`config.mk`:
```
export PLATFORM = sky130hd
export DESIGN_NAME = mlblock_tile_seq
export DESIGN_NICKNAME = d
export VERILOG_FILES = /design/src/rtl/mlblock_seq_pkg.sv /design/src/rtl/mlblock_seq_cnt.sv /design/src/rtl/mlblock_tile_seq.sv
export SDC_FILE = /design/constraint.sdc
export NUM_CORES = 1
export LEC_CHECK = 0
export BUFFER_PORTS_ARGS = -buffer_cell sky130_fd_sc_hd__buf_2
export CAP_MARGIN = 5
export CORE_MARGIN = 2
export CORE_UTILIZATION = 40
export CTS_BUF_LIST = sky130_fd_sc_hd__clkbuf_16
export DETAILED_ROUTE_END_ITERATION = 16
export SETUP_SLACK_MARGIN = 0.15
export SYNTH_ARGS = -nofsm -noshare
export SYNTH_HDL_FRONTEND = slang
export SYNTH_SLANG_ARGS = --single-unit
export TNS_END_PERCENT = 50
```
`constraint.sdc`:
```
create_clock -name clk -period 1.9 [get_ports clk]
set_clock_uncertainty 0.05 [all_clocks]
set_input_delay 0.095 -clock clk [delete_from_list [all_inputs] [get_ports clk]]
set_output_delay 0.095 -clock clk [all_outputs]
set_load 0.01 [all_outputs]
```
`src/rtl/mlblock_seq_pkg.sv`:
```
// rtl/mlblock_seq_pkg.sv - shared types and sizing helpers for the MLBlock tile sequencer
package mlblock_seq_pkg;

    localparam int MODE_W = 2;
    localparam int KCNT_W = 8;

    typedef enum logic [2:0] {
        IDLE  = 3'd0,
        CFG   = 3'd1,
        WLOAD = 3'd2,
        COMP  = 3'd3,
        DRAIN = 3'd4,
        DONE  = 3'd5
    } seq_state_e;

    // Command fields that must survive past the accept edge; cfg lives in the shift register.
    typedef struct packed {
        logic [MODE_W-1:0] mode;
        logic              hp;
        logic [KCNT_W-1:0] k;
        logic              cascade;
    } cmd_t;

    function automatic int cnt_width(input int kw, input int cfg_len,
                                     input int wl_len, input int dr_len);
        int w;
        w = (kw > 1) ? kw : 1;
        if ($clog2(cfg_len) > w) w = $clog2(cfg_len);
        if ($clog2(wl_len) > w) w = $clog2(wl_len);
        if ($clog2(dr_len) > w) w = $clog2(dr_len);
        return w;
    endfunction

endpackage

```
`src/rtl/mlblock_seq_cnt.sv`:
```
// rtl/mlblock_seq_cnt.sv - loadable down-counter with zero flag that times every phase
module mlblock_seq_cnt #(
    parameter int W = 8
) (
    input  logic         clk,
    input  logic         reset,
    input  logic         load,
    input  logic [W-1:0] load_value,
    output logic [W-1:0] count,
    output logic         zero
);

    assign zero = (count == '0);

    // Parks at zero so IDLE/DONE need no explicit hold.
    always_ff @(posedge clk) begin
        if (reset) begin
            count <= '0;
        end else if (load) begin
            count <= load_value;
        end else if (!zero) begin
            count <= count - W'(1);
        end
    end

endmodule

```
`src/rtl/mlblock_tile_seq.sv`:
```
// rtl/mlblock_tile_seq.sv - job sequencer driving the control pins of one MLBlock_2Dflex tile
module mlblock_tile_seq
    import mlblock_seq_pkg::*;
#(
    parameter int CFG_BITS         = 16,
    parameter int N_OF_COFIGS_LOG2 = MODE_W,
    parameter int W_LOAD_CYCLES    = 4,
    parameter int K_W              = KCNT_W,
    parameter int DRAIN_CYCLES     = 3
) (
    input  logic                        clk,
    input  logic                        reset,
    input  logic                        cmd_valid,
    output logic                        cmd_ready,
    input  logic [CFG_BITS-1:0]         cmd_cfg,
    input  logic                        cmd_cfg_skip,
    input  logic [N_OF_COFIGS_LOG2-1:0] cmd_mode,
    input  logic                        cmd_hp,
    input  logic [K_W-1:0]              cmd_k,
    input  logic                        cmd_cascade,
    output logic [N_OF_COFIGS_LOG2-1:0] configg,
    output logic                        hp_en,
    output logic                        config_en,
    output logic                        config_in,
    output logic                        W_en,
    output logic                        I_en,
    output logic                        Res_en,
    output logic                        Res_cas_in_zero,
    output logic                        busy,
    output logic                        done
);

    localparam int CW = cnt_width(K_W, CFG_BITS, W_LOAD_CYCLES, DRAIN_CYCLES);
    localparam logic [CW-1:0] CFG_LAST   = CW'(CFG_BITS - 1);
    localparam logic [CW-1:0] WLOAD_LAST = CW'(W_LOAD_CYCLES - 1);
    localparam logic [CW-1:0] DRAIN_LAST = CW'(DRAIN_CYCLES - 1);

    seq_state_e          state, state_nxt;
    cmd_t                cmd_r;
    logic [CFG_BITS-1:0] cfg_sr;
    logic                accept;
    logic                cnt_load, cnt_zero;
    logic [CW-1:0]       cnt_val, cnt, k_last;

    assign cmd_ready = (state == IDLE) & ~reset;
    assign accept    = cmd_valid & cmd_ready;
    assign k_last    = CW'(cmd_r.k) - CW'(1);

    mlblock_seq_cnt #(.W(CW)) u_cnt (
        .clk        (clk),
        .reset      (reset),
        .load       (cnt_load),
        .load_value (cnt_val),
        .count      (cnt),
        .zero       (cnt_zero)
    );

    always_ff @(posedge clk) begin
        if (reset) begin
            state  <= IDLE;
            cmd_r  <= '0;
            cfg_sr <= '0;
        end else begin
            state <= state_nxt;
            if (accept) begin
                cmd_r  <= '{mode: cmd_mode, hp: cmd_hp, k: cmd_k, cascade: cmd_cascade};
                cfg_sr <= cmd_cfg;
            end else if (state == CFG) begin
                cfg_sr <= {cfg_sr[CFG_BITS-2:0], 1'b0};
            end
        end
    end

    // Every transition reloads the shared counter with the new phase length minus one.
    always_comb begin
        state_nxt = state;
        cnt_load  = 1'b0;
        cnt_val   = '0;
        case (state)
            IDLE: begin
                if (accept) begin
                    cnt_load = 1'b1;
                    if (cmd_cfg_skip) begin
                        state_nxt = WLOAD;
                        cnt_val   = WLOAD_LAST;
                    end else begin
                        state_nxt = CFG;
                        cnt_val   = CFG_LAST;
                    end
                end
            end
            CFG: begin
                if (cnt_zero) begin
                    state_nxt = WLOAD;
                    cnt_load  = 1'b1;
                    cnt_val   = WLOAD_LAST;
                end
            end
            WLOAD: begin
                if (cnt_zero) begin
                    cnt_load = 1'b1;
                    if (cmd_r.k == '0) begin
                        state_nxt = DRAIN;
                        cnt_val   = DRAIN_LAST;
                    end else begin
                        state_nxt = COMP;
                        cnt_val   = k_last;
                    end
                end
            end
            COMP: begin
                if (cnt_zero) begin
                    state_nxt = DRAIN;
                    cnt_load  = 1'b1;
                    cnt_val   = DRAIN_LAST;
                end
            end
            DRAIN: begin
                if (cnt_zero) state_nxt = DONE;
            end
            DONE:    state_nxt = IDLE;
            default: state_nxt = IDLE;
        endcase
    end

    assign configg   = cmd_r.mode;
    assign hp_en     = cmd_r.hp;
    assign config_en = (state == CFG);
    assign config_in = (state == CFG) & cfg_sr[CFG_BITS-1];
    assign W_en      = (state == WLOAD);
    assign I_en      = (state == COMP);
    assign Res_en    = (state == COMP);
    // The counter still holds k-1 only on the first compute cycle.
    assign Res_cas_in_zero = (state == COMP) & ~cmd_r.cascade & (cnt == k_last);
    assign busy      = (state != IDLE);
    assign done      = (state == DONE);

endmodule

```
======== Yosys cells after proc, flatten, opt, wreduce, memory -nomap -nowiden ========
Index checks and enable logic that the tools add are counted.
Widths: inputs -> output; s select.
word-level totals
  bits in registers ....................... 39
  input port bits ......................... 32
  word-level logic and storage cells ...... 57
cells by class
  add/sub/neg operators ................... 2
  eq/ne operators ......................... 12
  multiplexer cells ....................... 22
  bitwise logic cells ..................... 7
  reduce and logical (&&, ||, !) cells .... 7
operators by type and width
  kind                 number
  $mux 16              2
  $mux 8               4
  $pmux 8 s4           1
  $mux 3               6
  $logic_not 8->1      2
  $sub 8x1->8 const B  2
  $pmux 3 s5           1
  $eq 8x8->1           1
  $mux 4               2
  $eq 3x2->1 const B   2
  $eq 3x3->1 const B   2
  $mux 2               3
  $ne 2x1->1 const B   3
  $ne 2x2->1 const B   3
  $and 1x1->1          5
  $reduce_and 5->1     1
  $eq 3x1->1 const B   1
  $logic_not 3->1      1
  $reduce_bool 3->1    1
  $reduce_or 3->1      1
  $mux 1               2
  $not 1->1            2
  $pmux 1 s2           1
  $reduce_bool 2->1    1

======== Longest topological paths before layout ========
Gate-level depths: netlist (run 1).
  depth after elaboration ................. 6
  gate-level depth with buffers ........... 7

======== Modules after synthesis ========
Synthesis (run 1) repeated with hierarchy kept, for this count alone.
unflattened totals
  cells, all modules ...................... 287
  area total of the unflattened synthesis .. 2245.9 um2
by module, submodules not included
  module            times used  cells each  area each (um2)
  mlblock_tile_seq  1           230         1766.7
  mlblock_seq_cnt   1           57          479.2

======== Worst setup path after synthesis (run 1) ========
Ideal clock, no wire load.
  kind .................................... register to output
  start ................................... register cmd_r[1] in the netlist's numbering
  end ..................................... output port Res_cas_in_zero
  arrival ................................. 2097 ps
  slack ................................... -342 ps
  cell stages (with the launch flop) ...... 7
  buffers on the path ..................... 1
  cell sequence ........................... dfxtp_1 > or4_1 > clkbuf_2 > or4_1 > a31oi_1 > a31oi_1 > nor4_1
on the way
  word-level cells in the longest chain between the ends .. 3
ends and longest elaborated chain
  element                 line                     RTL
  from (decl)             mlblock_tile_seq.sv:39   cmd_t cmd_r;
  from (signal assigned)  mlblock_tile_seq.sv:66   cmd_r <= '{mode: cmd_mode, hp: cmd_hp, k: cmd_k, cascade: cmd_cascade};
  $sub 8x1->8             mlblock_tile_seq.sv:47   assign k_last = CW'(cmd_r.k) - CW'(1);
  $eq 8x8->1              mlblock_tile_seq.sv:134  assign Res_cas_in_zero = (state == COMP) & ~cmd_r.cascade & (cnt == k_last);
  $and 1x1->1             mlblock_tile_seq.sv:134
  to (decl)               mlblock_tile_seq.sv:28   output logic Res_cas_in_zero,
Every way passes these cells.

======== Worst setup path in the final report (run 1) ========
Ends and elaborated chain as after synthesis.

==> results of run 1 <==
cells in the final DEF (no fill, tap or decap), types with 7 or more instances in the layout:
cell / Yosys / final
sky130_fd_sc_hd__xor2_1: 11 / 10
sky130_fd_sc_hd__nand2_1: 39 / 39
sky130_fd_sc_hd__a211oi_1: 14 / 14
sky130_fd_sc_hd__xnor2_1: 7 / 7
sky130_fd_sc_hd__dlygate4sd3_1: 0 / 12
sky130_fd_sc_hd__nand3b_1: 11 / 11
sky130_fd_sc_hd__buf_4: 3 / 30
sky130_fd_sc_hd__mux2i_1: 14 / 14
sky130_fd_sc_hd__dfxtp_1: 39 / 38
sky130_fd_sc_hd__nor2_1: 28 / 26
sky130_fd_sc_hd__a21oi_1: 15 / 14
sky130_fd_sc_hd__buf_2: 2 / 43
flip-flops by register name (all words and copies together), names as in the netlist:
name         cells
cfg_sr          16
cmd_r            9
configg          2
hp_en            1
state            3
u_cnt.count      8
worst register-to-register path, stage by stage, from the launching register on:
cell,delay (ps)
sky130_fd_sc_hd__dfxtp_2,340
sky130_fd_sc_hd__inv_1,70
sky130_fd_sc_hd__ha_2,170
sky130_fd_sc_hd__or4b_4,520
sky130_fd_sc_hd__o41ai_4,340
sky130_fd_sc_hd__buf_4,180
sky130_fd_sc_hd__o22ai_1,70
sky130_fd_sc_hd__a22oi_1,160
sky130_fd_sc_hd__nor3_1,60
power groups by stage:
stage / registers, W / logic [W] / clock network (W)
2_1_floorplan: 0.00112 / 0.00110 / 0
3_3_place_gp: 0.00112 / 0.00158 / 0
3_5_place_dp: 0.00112 / 0.00160 / 0
4_1_cts: 0.00111 / 0.00165 / 0.000843
5_1_grt: 0.00114 / 0.00189 / 0.000876
6_report: 0.00111 / 0.00169 / 0.000829
cells by family after synthesis:
logic type / count (synthesis) / share of synthesized area
mux: 14 / 0.0642
fa+ha+maj: 3 / 0.0172
xor+xnor: 18 / 0.0722
simple gates: 115 / 0.259
flops: 39 / 0.358
compound gates: 56 / 0.173
buf+inv: 29 / 0.0568
through the flow:
stage          total power [W]  setup slack (ps)
2_1_floorplan          0.00221             -59.4
3_3_place_gp           0.00271              -153
3_5_place_dp           0.00273              -176
4_1_cts                0.00361              -397
5_1_grt                0.00390              -542
6_report               0.00363              -430
cell type report:
type / instances / area [µm²]
fillers: 512 / 2180
multi-input cells: 206 / 1380
flip-flops and latches: 39 / 782
repair buffers: 86 / 581
clock buffers: 5 / 125
well taps: 70 / 87.6
inverters: 6 / 22.5
clock inverters: 3 / 20.0
path summary, 6_finish.rpt:
path                                               from                      end  cells past startpoint
worst min register to register  configg[1]$_SDFFE_PP0N_  configg[1]$_SDFFE_PP0N_                      2
worst max register to register    cmd_r[1]$_SDFFE_PP0N_    state[1]$_SDFFE_PP0P_                      8
worst max-delay path              cmd_r[1]$_SDFFE_PP0N_          Res_cas_in_zero                      7
worst min-delay path                         cmd_cfg[0]   cfg_sr[0]$_SDFFE_PP0P_                      3
routing by layer:
layer,vias up,global-route usage,share of wire
li1,1102,-,-
met1,998,0.255,0.49
met2,34,0.326,0.47
met3,5,0.0256,0.028
met4,0,0.0714,0.011
met5,-,0,0
what timing repair did:
| action | CTS | global route |
|---|---|---|
| pin swaps | 4 | 1 |
| endpoints found under the hold margin | 12 | 0 |
| endpoints found under the setup margin | 12 | 12 |
| hold buffers | 12 | 0 |
| resized for setup | 4 | 7 |
==> reports/results.tsv, run 1 <==
metric	value	unit
count of yosys warnings during synthesis	0	
TritonCTS clock tree	yes	
gp weighted congestion	0.872	
fraction of layout cells with a size suffix above 1	0.290	
part of the power in the clock network	0.228	
kind of cell adding the most delay to the critical path	compound AO/OA/AOI/OAI gates	
number of top-level pins	44	
portion of the clock cycle consumed by the worst path in the final layout	1.23	
Req. time, crit path	1750	ps
number of synthesized flops with an enable pin	0	
antenna violations before repair	0	
CTS H-tree depth	2	
maximum clock rate	0.429	GHz
sequential area share after synthesis	0.358	
maximum count of clock buffers along a single path	2	
Final Instance Count excl. Fillers	415	
die extent in x	77.9	µm
CP Launch Type	register	
Post-Syn Instances	274	
Net Count, Synth	309	
total half-perimeter wirelength after legalization and detailed placement	3890	µm
Post-CTS Setup Repair Bufs	0	
Post-Synthesis Cell Area	0.00218	mm²
clock latency on the worst-skew pair	280	ps
pin slew with the least headroom to its limit	372	ps
largest net degree at the start of global routing	41	
total count of max-transition violations in the final report	0	
vias per std cell	5.15	
RSZ-0062 raised after global routing	true	
Non-Filler Cell Area, Final	0.00300	mm²
CP bufs+invs	2	
number of sinks driven by the clock tree	39	
area of the core	0.00517	mm²
area leader, netlist	sky130_fd_sc_hd__dfxtp_1	
number of failing setup endpoints in the final timing report	10	
number of violations reported at the end of detailed-routing iteration 0	67	
static power due to leakage	1.39	nW
largest fanout of any net on the critical path	4	
total global routing track utilization	0.195	
Slew HR	0.751	
final setup margin	-430	ps
standard-cell row count	26	
Layout Nets	379	
sum of negative setup slack	-1200	ps
proportion of synthesized flip-flops having asynchronous set or reset	0	
total power density per cell area	1210	mW/mm²
commonest cells in the synthesized netlist	sky130_fd_sc_hd__dfxtp_1, sky130_fd_sc_hd__nand2_1, sky130_fd_sc_hd__nor2_1, sky130_fd_sc_hd__clkbuf_1, sky130_fd_sc_hd__a21oi_1	
peak ir drop on the vdd network	0.520	mV
number of optimization iterations in the first detailed-route pass	4	
number of antenna-violating nets in the routed design	0	
wire length of the first global-routing pass	9640	µm
most frequent CP cell	sky130_fd_sc_hd__a31oi_2	
Die Y-Extent	77.9	µm
final hold vios	0	
Sw Ratio	0.373	
Remaining DRCs	0	
Synth top area share	0.358	
outcome	finished with violations	
synthesized flop and latch total	39	
vias in the first global route	2148	
cell total after placement	395	
Setup crit end kind	primary output	
mean routed wirelength per cell	13.4	µm
Net Switching	0.00135	W
worst hold path type	in2reg	
cells taking the most area after synthesis	sky130_fd_sc_hd__dfxtp_1, sky130_fd_sc_hd__nand2_1, sky130_fd_sc_hd__mux2i_1	
CTS Root Cell	sky130_fd_sc_hd__clkbuf_16	
DP Area	0.00268	mm²
kind of critical path	reg2out	
endpoint arrival time on the critical path	2190	ps
minimum clock period	2330	ps
maxcap violations	0	
FF-to-FF setup slack	-170	ps
remaining global-route overflow	0	
port buffer count	43	
effective utilization at floorplan	0.422	
Layout area overhead	37.3	%
antenna diode instance count	0	
Mapped Avg Cell Area	7.96	µm²
total wire length	5560	µm
delay of the slowest critical-path stage	560	ps
Fin Hold WS	5.56	ps
die area	0.00606	mm²
Reg power frac	0.305	
number of clock buffers inserted by TritonCTS	5	
clk slew on worst S/H paths	60	ps
internal portion of total power	0.00228	W
worst path cell trace	or4_4 -> buf_4 -> o31ai_1 -> a31oi_2 -> a31oi_2 -> nor4_4 -> buf_2	
utilization after layout	0.579	
combinational cell fraction of total power	0.466	
number of unique standard cell types used by synthesis	42	
slowest cell on the critical path	sky130_fd_sc_hd__or4_4	
violated checks	negative setup slack	
top_reg_cell synth	sky130_fd_sc_hd__dfxtp_1	
total vias in the final route	2139	
(Power assumes the default switching activity.)
==> run 2, diff against run 1 <==
- CORE_UTILIZATION: 40 -> 49
- PLACE_DENSITY: unset -> 0.75
==> reports/results.tsv, run 2 (same netlist as run 1, synthesis figures left out) <==
metric	value	unit
effective utilization at floorplan	0.505	
worst min-delay path startpoint	cmd_cfg[0]	
antenna violations before repair	0	
antenna diode instance count	0	
minimum clock period	2300	ps
outcome	finished with violations	
violated checks	negative setup slack	
total wire length	5610	µm
maximum clock rate	0.436	GHz
area of combinational cells with multiple inputs	0.00138	mm²
sequential standard cell area	783	µm²
total half-perimeter wirelength after legalization and detailed placement	3850	µm
met3 WL post-DR	259	µm
RSZ-0062 raised after global routing	true	
largest net degree at the start of global routing	41	
topmost layer with routed signal wires	met4	
vias in the first global route	2078	
most frequent cells in the layout	sky130_fd_sc_hd__buf_2, sky130_fd_sc_hd__nand2_1, sky130_fd_sc_hd__dfxtp_1	
Req. time, crit path	1750	ps
standard-cell row count	24	
number of optimization iterations in the first detailed-route pass	5	
total global routing track utilization	0.234	
vias per std cell	5.53	
die area	0.00500	mm²
area of the core	0.00432	mm²
total vias in the final route	2186	
pin slew with the least headroom to its limit	371	ps
endpoint arrival time on the critical path	2150	ps
Die Y-Extent	70.7	µm
register with the most flip-flops	cfg_sr	
WL met2	2700	µm
Slew HR	0.751	
Largest regs	cfg_sr (16), cmd_r (9), u_cnt.count (8)	
Layout area overhead	36.6	%
portion of the clock cycle consumed by the worst path in the final layout	1.21	
kind of critical path	reg2out	
total count of max-transition violations in the final report	0	
remaining global-route overflow	0	
CTS Root Cell	sky130_fd_sc_hd__clkbuf_16	
peak ir drop on the vdd network	0.833	mV
TritonCTS clock tree	yes	
port buffer count	43	
clk slew on worst S/H paths	60	ps
Critical R2R Launch	cmd_r[2]$_SDFFE_PP0N_	
Fin Hold WS	6.27	ps
static power due to leakage	1.39	nW
met1 wire length	2560	µm
number of antenna-violating nets in the routed design	0	
worst hold stages	3	
maxcap violations	0	
gp weighted congestion	0.910	
Setup crit end kind	primary output	
worst hold path type	in2reg	
logic depth of the worst register-to-register path	8	
maximum count of clock buffers along a single path	2	
number of failing setup endpoints in the final timing report	7	
Remaining DRCs	0	
final hold vios	0	
mean routed wirelength per cell	14.2	µm
largest fanout of any net on the critical path	4	
CTS H-tree depth	2	
number of sinks driven by the clock tree	39	
total power density per cell area	1260	mW/mm²
FF-to-FF setup slack	-180	ps
number of violations reported at the end of detailed-routing iteration 0	126	
final setup margin	-395	ps
clock latency on the worst-skew pair	280	ps
die extent in x	70.7	µm
wire length of the first global-routing pass	9380	µm
fraction of layout cells with a size suffix above 1	0.292	
CP Launch Type	register	
number of top-level pins	44	
Layout Nets	378	
utilization after layout	0.690	
number of clock buffers inserted by TritonCTS	5	
most common cell after layout, fill and taps aside	sky130_fd_sc_hd__buf_2	
Hold Crit Endpoint	cfg_sr[0]$_SDFFE_PP0P_	
fill count	343	
worst reg2reg path endpoint	state[2]$_SDFFE_PP0P_	
flip-flop count of the largest register after layout	16	
-- run 2: worst max path at each step --
stage,startpoint,cells past startpoint,end
global route,cmd_r[2]$_SDFFE_PP0N_,6,Res_cas_in_zero
global placement,cmd_r[2]$_SDFFE_PP0N_,6,Res_cas_in_zero
finish,cmd_r[1]$_SDFFE_PP0N_,6,Res_cas_in_zero
detailed placement,cmd_r[2]$_SDFFE_PP0N_,6,Res_cas_in_zero
floorplan,cmd_r[1]$_SDFFE_PP0N_,6,Res_cas_in_zero
CTS,cmd_r[2]$_SDFFE_PP0N_,6,Res_cas_in_zero
-- run 2: power by group --
part | internal (W) | switching [W] | total [W] | leakage [nW]
registers | 0.000984 | 0.000140 | 0.00112 | 0.322
logic | 0.000801 | 0.000893 | 0.00169 | 0.996
clock network | 0.000611 | 0.000327 | 0.000939 | 0.0759
-- run 2: layer usage --
metal | up-vias | global-route usage
met4 | 0 | 0.0776
met3 | 12 | 0.0527
li1 | 1091 | -
met5 | - | 0
met2 | 59 | 0.382
met1 | 1024 | 0.306
-- run 2: through the flow --
stage / setup slack [ps] / setup TNS, ps / instance area, µm² / power (W) / std cells
floorplan: -59.4 / -116 / 2230 / 0.00221 / 274
global placement: -151 / -322 / 2640 / 0.00267 / 375
detailed placement: -155 / -524 / 2640 / 0.00270 / 375
CTS: -403 / -807 / 2960 / 0.00370 / 394
global route: -507 / -2100 / 2980 / 0.00401 / 395
finish: -395 / -835 / 2980 / 0.00376 / 395
-- run 2: final cells by class --
cell class                 count  area share
clock buffer                   5      0.0420
multi-input combinational    206       0.461
clock inverter                 2      0.0126
inverter                       6     0.00755
timing repair buffer          85       0.192
tap                           52      0.0218
sequential                    39       0.263
-- run 2: repair_timing --
action                                  in CTS  in global routing
buffers inserted                             0                  1
gates resized for setup                      8                  4
endpoints found under the setup margin      12                 13
hold buffers                                12                  0
endpoints found under the hold margin       12                  0
pin swaps                                    2                  2
-- run 2: worst max-delay path, cell delays in order (launching register included) --
cell and delay, ps:
sky130_fd_sc_hd__dfxtp_2 340, sky130_fd_sc_hd__or4_4 540, sky130_fd_sc_hd__or4_1 400, sky130_fd_sc_hd__a31oi_1 140
sky130_fd_sc_hd__a31oi_1 80, sky130_fd_sc_hd__nor4_4 210, sky130_fd_sc_hd__buf_2 160
==> run 3, diff against run 2 <==
- CORE_ASPECT_RATIO: unset -> 1.2
==> reports/results.tsv, run 3 (same netlist as run 1, synthesis figures left out) <==
metric	value	unit
outcome	finished with violations	
violated checks	negative setup slack	
CP Launch Type	register	
maximum clock rate	0.435	GHz
wire length of the first global-routing pass	9800	µm
area of the core	0.00426	mm²
number of violations reported at the end of detailed-routing iteration 0	135	
total half-perimeter wirelength after legalization and detailed placement	3850	µm
maxcap violations	0	
remaining global-route overflow	0	
Layout area overhead	38.7	%
peak ir drop on the vdd network	0.556	mV
number of sinks driven by the clock tree	39	
most common cell after layout, fill and taps aside	sky130_fd_sc_hd__buf_2	
fraction of layout cells with a size suffix above 1	0.304	
cell total after placement	383	
total power density per cell area	1220	mW/mm²
number of clock buffers inserted by TritonCTS	5	
minimum clock period	2300	ps
Layout Nets	383	
pin slew with the least headroom to its limit	359	ps
die extent in x	64.9	µm
vias per std cell	5.47	
Fin Hold WS	41.5	ps
final hold vios	0	
total count of max-transition violations in the final report	0	
sum of negative setup slack	-1310	ps
Die Y-Extent	77.1	µm
Setup crit end kind	primary output	
port buffer count	43	
total global routing track utilization	0.250	
static power due to leakage	1.41	nW
endpoint arrival time on the critical path	2150	ps
maximum count of clock buffers along a single path	2	
die area	0.00501	mm²
antenna violations before repair	0	
RSZ-0062 raised after global routing	true	
CTS Root Cell	sky130_fd_sc_hd__clkbuf_16	
Largest regs	cfg_sr (16), cmd_r (9), u_cnt.count (8)	
worst path cell trace	or4_4 -> nor2_4 -> nor2_1 -> a2111o_1 -> nor4_4 -> buf_2	
Setup Slack @ Placement	-181	ps
Slew HR	0.759	
standard-cell row count	26	
total wire length	5800	µm
kind of critical path	reg2out	
number of antenna-violating nets in the routed design	0	
CTS H-tree depth	2	
number of failing setup endpoints in the final timing report	11	
clk slew on worst S/H paths	60	ps
mean routed wirelength per cell	14.3	µm
total vias in the final route	2217	
flip-flop count of the largest register after layout	16	
gp weighted congestion	0.844	
vias in the first global route	2241	
largest fanout of any net on the critical path	4	
final setup margin	-398	ps
antenna diode instance count	0	
most frequent cells in the layout	sky130_fd_sc_hd__buf_2, sky130_fd_sc_hd__nand2_1, sky130_fd_sc_hd__dfxtp_1	
Remaining DRCs	0	
number of top-level pins	44	
clock latency on the worst-skew pair	280	ps
Req. time, crit path	1750	ps
Final Instance Count excl. Fillers	405	
register with the most flip-flops	cfg_sr	
slowest cell on the critical path	sky130_fd_sc_hd__or4_4	
effective utilization at floorplan	0.512	
portion of the clock cycle consumed by the worst path in the final layout	1.21	
number of optimization iterations in the first detailed-route pass	4	
TritonCTS clock tree	yes	
largest net degree at the start of global routing	37	
delay of the slowest critical-path stage	550	ps
worst hold path type	in2reg	
utilization after layout	0.710	
## run 3: path summary, 6_finish.rpt
check                                from                      end  slack (ps)  depth (start not counted)
setup / recovery    cmd_r[1]$_SDFFE_PP0N_          Res_cas_in_zero        -400                          6
hold / removal                 cmd_cfg[9]   cfg_sr[9]$_SDFFE_PP0P_          40                          3
setup reg to reg    cmd_r[1]$_SDFFE_PP0N_    state[1]$_SDFFE_PP0P_        -180                          8
hold reg to reg   configg[0]$_SDFFE_PP0N_  configg[0]$_SDFFE_PP0N_         420                          2
## run 3: power breakdown
part | switching, W | leakage [nW] | total, W | internal (W)
Sequential | 0.000127 | 0.322 | 0.00111 | 0.000984
Clock | 0.000341 | 0.0674 | 0.000824 | 0.000484
Combinational | 0.000920 | 1.02 | 0.00175 | 0.000829
Total | 0.00139 | 1.41 | 0.00368 | 0.00230
## run 3: layout make-up
cell class / instances / area [µm²]
multi-input combinational: 206 / 1400
timing repair buffer: 90 / 604
clock inverter: 3 / 20.0
tap: 56 / 70.1
sequential: 39 / 783
fill: 341 / 1230
inverter: 6 / 22.5
clock buffer: 5 / 125
## run 3: through the flow
| step | total power (W) | area, µm² |
|---|---|---|
| final | 0.00368 | 3030 |
| after global routing | 0.00393 | 3030 |
| after CTS | 0.00362 | 2980 |
| after detailed placement | 0.00271 | 2660 |
| after global placement | 0.00268 | 2660 |
| after floorplan | 0.00221 | 2230 |
## run 3: layer usage
layer,vias up,wire length (µm),track usage
met5,-,0,0
met4,0,239,0.155
met3,27,224,0.0455
li1,1103,-,-
met2,64,3080,0.430
met1,1023,2260,0.279
## run 3: worst max-delay path: cells and delay by family, from the launching register on
kind | cells | cell delay, ps
AND/OR/NAND/NOR | 4 | 960
AO/OA/AOI/OAI | 1 | 410
flip-flops | 1 | 330
buffers and inverters | 1 | 160
## run 3: repair_timing
item                                   CTS  global route
pin swaps                                2             1
setup buffers                            0             1
resized for setup                        8            10
endpoints found under the hold margin   13             0
gates cloned                             0             0
setup endpoints to repair               13            28
hold buffers                            13             0
